==> src/rtl/pe_mac_ws.sv <==
// Weight-stationary MAC processing element with shadow/active weights, valid qualification and optional 2-stage multiply.
// Define PE_SATURATE_EN to clamp the partial sum and drive sat_flag; otherwise the sum wraps modulo 2^AW.
module pe_mac_ws #(
    parameter int DW     = 8,
    parameter int AW     = 20,
    parameter int SIGNED = 1,
    parameter int PIPE   = 1
) (
    input  logic          clk,
    input  logic          rst,
    input  logic          in_valid,
    input  logic [DW-1:0] data_in,
    input  logic [AW-1:0] psum_in,
    input  logic [DW-1:0] w_in,
    input  logic          w_shift,
    input  logic          w_swap,
    output logic [DW-1:0] data_out,
    output logic          data_vld_out,
    output logic [AW-1:0] psum_out,
    output logic          psum_vld_out,
    output logic [DW-1:0] w_out,
    output logic          sat_flag,
    input  logic          sat_clr
);

    localparam bit            IS_SIGNED = (SIGNED != 0) ? 1'b1 : 1'b0;
    localparam logic [AW-1:0] SAT_MAX   = IS_SIGNED ? {1'b0, {(AW-1){1'b1}}} : {AW{1'b1}};
    localparam logic [AW-1:0] SAT_MIN   = IS_SIGNED ? {1'b1, {(AW-1){1'b0}}} : {AW{1'b0}};

    if (AW < 2*DW) begin : g_aw_check
        $error("pe_mac_ws: AW must be >= 2*DW");
    end
    if ((PIPE != 1) && (PIPE != 2)) begin : g_pipe_check
        $error("pe_mac_ws: PIPE must be 1 or 2");
    end

    // Extend the 2*DW product to the accumulator width according to the operand mode.
    function automatic logic [AW-1:0] ext_prod(input logic [2*DW-1:0] p);
        logic [AW-1:0] r;
        r = '0;
        r[2*DW-1:0] = p;
        for (int i = 2*DW; i < AW; i++) begin
            r[i] = IS_SIGNED & p[2*DW-1];
        end
        return r;
    endfunction

    logic [DW-1:0]   shadow_q, active_q;
    logic [DW-1:0]   data_q;
    logic            data_vld_q;
    logic [AW-1:0]   psum_q, psum_d;
    logic            psum_vld_q;
    logic            sat_q, sat_d;

    logic [2*DW-1:0] a_ext_s, w_ext_s, prod_s;
    logic [2*DW-1:0] mac_prod_s;
    logic [AW-1:0]   mac_psum_s;
    logic            mac_vld_s;
    logic [AW-1:0]   res_ext_s, res_s;
    logic            ovf_s, sat_hit_s;
`ifdef PE_SATURATE_EN
    logic [AW:0]     sum_s;
`endif

    // Shadow/active weight registers; a simultaneous swap takes the pre-shift shadow value.
    always_ff @(posedge clk or posedge rst) begin
        if (rst) begin
            shadow_q <= {DW{1'b0}};
            active_q <= {DW{1'b0}};
        end else begin
            if (w_shift) shadow_q <= w_in;
            if (w_swap)  active_q <= shadow_q;
        end
    end

    // Activation forwarding to the east neighbour, data held across bubbles.
    always_ff @(posedge clk or posedge rst) begin
        if (rst) begin
            data_q     <= {DW{1'b0}};
            data_vld_q <= 1'b0;
        end else begin
            data_vld_q <= in_valid;
            if (in_valid) data_q <= data_in;
        end
    end

    // Product from width-extended operands; the low 2*DW bits are correct for both modes.
    always_comb begin
        a_ext_s = {{DW{IS_SIGNED & data_in[DW-1]}}, data_in};
        w_ext_s = {{DW{IS_SIGNED & active_q[DW-1]}}, active_q};
        prod_s  = a_ext_s * w_ext_s;
    end

    if (PIPE == 2) begin : g_pipe2
        logic [2*DW-1:0] prod_q;
        logic [AW-1:0]   psum_in_q;
        logic            vld_q;

        // Stage 1: capture product, incoming partial sum and valid.
        always_ff @(posedge clk or posedge rst) begin
            if (rst) begin
                prod_q    <= {(2*DW){1'b0}};
                psum_in_q <= {AW{1'b0}};
                vld_q     <= 1'b0;
            end else begin
                vld_q <= in_valid;
                if (in_valid) begin
                    prod_q    <= prod_s;
                    psum_in_q <= psum_in;
                end
            end
        end

        assign mac_prod_s = prod_q;
        assign mac_psum_s = psum_in_q;
        assign mac_vld_s  = vld_q;
    end else begin : g_pipe1
        assign mac_prod_s = prod_s;
        assign mac_psum_s = psum_in;
        assign mac_vld_s  = in_valid;
    end

    // Accumulate, then clamp or wrap into AW bits.
    always_comb begin
        res_ext_s = ext_prod(mac_prod_s);
`ifdef PE_SATURATE_EN
        sum_s = {IS_SIGNED & res_ext_s[AW-1], res_ext_s} + {IS_SIGNED & mac_psum_s[AW-1], mac_psum_s};
        ovf_s = IS_SIGNED ? (sum_s[AW] != sum_s[AW-1]) : sum_s[AW];
        if (ovf_s) begin
            res_s = (IS_SIGNED && sum_s[AW]) ? SAT_MIN : SAT_MAX;
        end else begin
            res_s = sum_s[AW-1:0];
        end
`else
        res_s = res_ext_s + mac_psum_s;
        ovf_s = 1'b0;
`endif
        sat_hit_s = mac_vld_s & ovf_s;
    end

    // Output next-state: psum holds across bubbles, a new saturation beats a clear.
    always_comb begin
        psum_d = psum_q;
        sat_d  = sat_q;
        if (mac_vld_s) begin
            psum_d = res_s;
        end else begin
            psum_d = psum_q;
        end
        if (sat_hit_s) begin
            sat_d = 1'b1;
        end else if (sat_clr) begin
            sat_d = 1'b0;
        end else begin
            sat_d = sat_q;
        end
    end

    // Registered partial-sum outputs and sticky saturation flag.
    always_ff @(posedge clk or posedge rst) begin
        if (rst) begin
            psum_q     <= {AW{1'b0}};
            psum_vld_q <= 1'b0;
            sat_q      <= 1'b0;
        end else begin
            psum_q     <= psum_d;
            psum_vld_q <= mac_vld_s;
            sat_q      <= sat_d;
        end
    end

    assign data_out     = data_q;
    assign data_vld_out = data_vld_q;
    assign psum_out     = psum_q;
    assign psum_vld_out = psum_vld_q;
    assign w_out        = shadow_q;
    assign sat_flag     = sat_q;

endmodule

==> config.mk <==
export PLATFORM = sky130hd
export DESIGN_NAME = pe_mac_ws
export DESIGN_NICKNAME = d
export VERILOG_FILES = /design/src/rtl/pe_mac_ws.sv
export SDC_FILE = /design/constraint.sdc
export NUM_CORES = 1
export LEC_CHECK = 0
export CORE_MARGIN = 2
export CORE_UTILIZATION = 61
export CTS_BUF_LIST = sky130_fd_sc_hd__clkbuf_4 sky130_fd_sc_hd__clkbuf_8
export CTS_CLUSTER_SIZE = 12
export DETAILED_ROUTE_END_ITERATION = 12
export PLACE_DENSITY = 0.95
export SYNTH_ARGS = -nofsm -noshare
export SYNTH_HDL_FRONTEND = slang
export SYNTH_SLANG_ARGS = --single-unit
export TNS_END_PERCENT = 5
==> constraint.sdc <==
create_clock -name clk -period 10.1 [get_ports clk]
set_clock_uncertainty 0.05 [all_clocks]
set_input_delay 2.02 -clock clk [delete_from_list [all_inputs] [get_ports clk]]
set_output_delay 2.02 -clock clk [all_outputs]
set_load 0.01 [all_outputs]
==> flow_summary.ini <==
[status]
status = complete, no violations

[timing]
period_share = 0.8216
setup_viol = 0
max_slew_margin = 0.3842
fmax_mhz = 120.5
tightestPinTransition_ps = 922.3
rsz0062_at_grt = no
slew_violations = 0
holdWs_ps = 456.2
layout_min_cycle_time_ps = 8298
fin_tns_setup_ps = 0
hold_viol = 0

[synthesis]
synth-seq-cells = 45
yosysWarnings = 0
netlist.area_leader.share = 0.2168
synthTopCellsByCount = inv_1 (99), fa_1 (56), ha_1 (50)
synth.distinct_cells = 47
synthTopCellsByArea = dfrtp_1 (22%), fa_1 (22%), ha_1 (12%)
seq_area_frac_synth = 0.2168
async_flop_share = 1.000
synth_edf_count = 0
syn_inst = 525
syn_nets = 673
synth_ff_type = dfrtp_1
yosysMostFrequentCell = inv_1
netlist_area_sq_mm = 0.005195
synth_area_leader_cell = dfrtp_1
avgSynthCellArea_sq_um = 9.895

[drt]
via_count = 3931
first_iter_violations = 139
wl_um = 11190
viasPerCell = 5.552
drc = 0
wire_per_inst_um = 15.81
dr.pass1.iters = 4
ant_nets = 0

[die]
ios = 81
fp.dieArea_sq_mm = 0.009271
core_sq_mm = 0.008217
die_w_um = 96.29
start_util = 0.6323
die_h_um = 96.29
rows = 33

[critical_path]
crit_required_ps = 10220
crit_path_end_kind = register
worst-path-max-fanout = 9
start_kind = primary input
cp-startpoint = data_in[7]
worstRegToRegCells = 24
r2r_slack_ps = 3600
critPathArrivalTime_ps = 8420
worst_r2r_endpoint = psum_out[19]
r2r-start = active_q[3]
path_class = primary input to register

[layout]
drive_gt1_frac = 0.09950
multiInputGateArea_sq_mm = 0.003641
fin_util = 0.7541
nets = 750
fillers = 533
area_growth_pct = 19.27
num_antenna_cells = 0
ff_latch_area_sq_mm = 0.001126

[clock_tree]
cts_tree = built
cts_made_buffers = 5
htreeDepth = 2
clockBufferDepth = 2
clock-sinks = 45
clkLatencyLatePin_ps = 320
cts_setup_buffers = 0
cts_resized = 0
path_clk_slew_ps = 90
cts_hold_buf = 0
root_buffer = clkbuf_8

[grt]
track_usage = 0.2669
grt_pass1_vias = 4254
antenna_found_initial = 0
grt_first_pass_wirelength_um = 19130
grt-ovfl-total = 0
grt_max_degree = 46

[worst_hold_path]
holdPathStages = 2
hold_class = register to register
hold_path_end = psum_out[16]
min_from = psum_out[16]

[placement]
portBuffers = 78
dpl.hpwl_um = 9120
gp_congestion = 0.9561

[run]
drv_cap = 0
## registers in the layout, summed over array words and instances (netlist names)
name,flops
psum_out,20
active_q,8
data_out,8
w_out,8
psum_vld_out,1
## layer usage
layer	GRT usage	part of all wire
met5	0	0
met4	0.08333	0.021
met3	0.03915	0.044
met2	0.4942	0.52
met1	0.3170	0.41
## worst max-delay path, stage by stage
cell,delay [ps]
clkdlybuf4s50_1,530
and2_1,270
fa_1,620
inv_1,150
fa_1,550
inv_1,50
fa_1,520
inv_1,50
fa_1,540
inv_1,50
ha_1,360
a21oi_1,210
nor2b_1,90
a311oi_2,380
a21oi_2,130
xnor2_2,370
ha_1,340
inv_1,130
o21ai_0,110
a21oi_1,230
nor2b_1,190
o311ai_1,120
o211ai_1,130
xor2_1,170
a21oi_1,100
## area by class of cell
class,instances,area share
multi-input cells,372,0.5876
flip-flops and latches,45,0.1817
repair buffers,79,0.1272
inverters,99,0.05998
well taps,105,0.02120
clock buffers,5,0.01111
clock inverters,3,0.01111
## cells in the final DEF, fill, tap and decap left out, types with 2 or more instances in the layout
master and n:
a21o_1 6, a21oi_1 23, a21oi_2 2, a31oi_1 6, and2_1 45, and4_1 2, bufinv_16 2, clkbuf_8 5
clkdlybuf4s50_1 78, dfrtp_1 45, fa_1 56, ha_1 50, inv_1 98, mux2_2 40, mux2i_1 4, nand2_1 21
nand2b_1 3, nand3_1 3, nand4_1 3, nor2_1 20, nor2b_1 11, nor3_1 6, nor3b_1 2, o211a_1 2
o211ai_1 3, o21a_1 3, o21ai_0 8, o21ai_1 3, o21bai_1 5, xnor2_1 24, xor2_1 5
## per-stage QoR
stage | instance area [sq um] | setup WS (ps) | std cells
after floorplan | 5195 | 2742 | 525
after global placement | 6058 | 1767 | 700
after detailed placement | 6058 | 1495 | 700
after CTS | 6196 | 1812 | 708
after global routing | 6196 | 1312 | 708
final | 6196 | 1802 | 708
## worst max-delay path by stage
stage	end	slack [ps]	cells after the start
5_1_grt	psum_out[19]	1310	25
6_report	psum_out[19]	1800	25
4_1_cts	psum_out[19]	1810	25
2_1_floorplan	psum_out[19]	2740	25
3_3_place_gp	psum_out[19]	1770	25
3_5_place_dp	psum_out[19]	1490	25
## logic make-up (layout without fill, tap and decap cells)
group           after synthesis  after routing  synth area share
other cells                   1              1         0.0007219
compound gates               70             70           0.08960
buf+inv                     108            186           0.08237
mux                          44             44           0.09441
flops                        45             45            0.2168
fa+ha+maj                   106            106            0.3362
xor+xnor                     30             30           0.05202
simple gates                121            121            0.1279
Power is left out: the tool's default activity adds up to more than one toggle a clock period on the data nets, which glitch-free logic cannot reach.
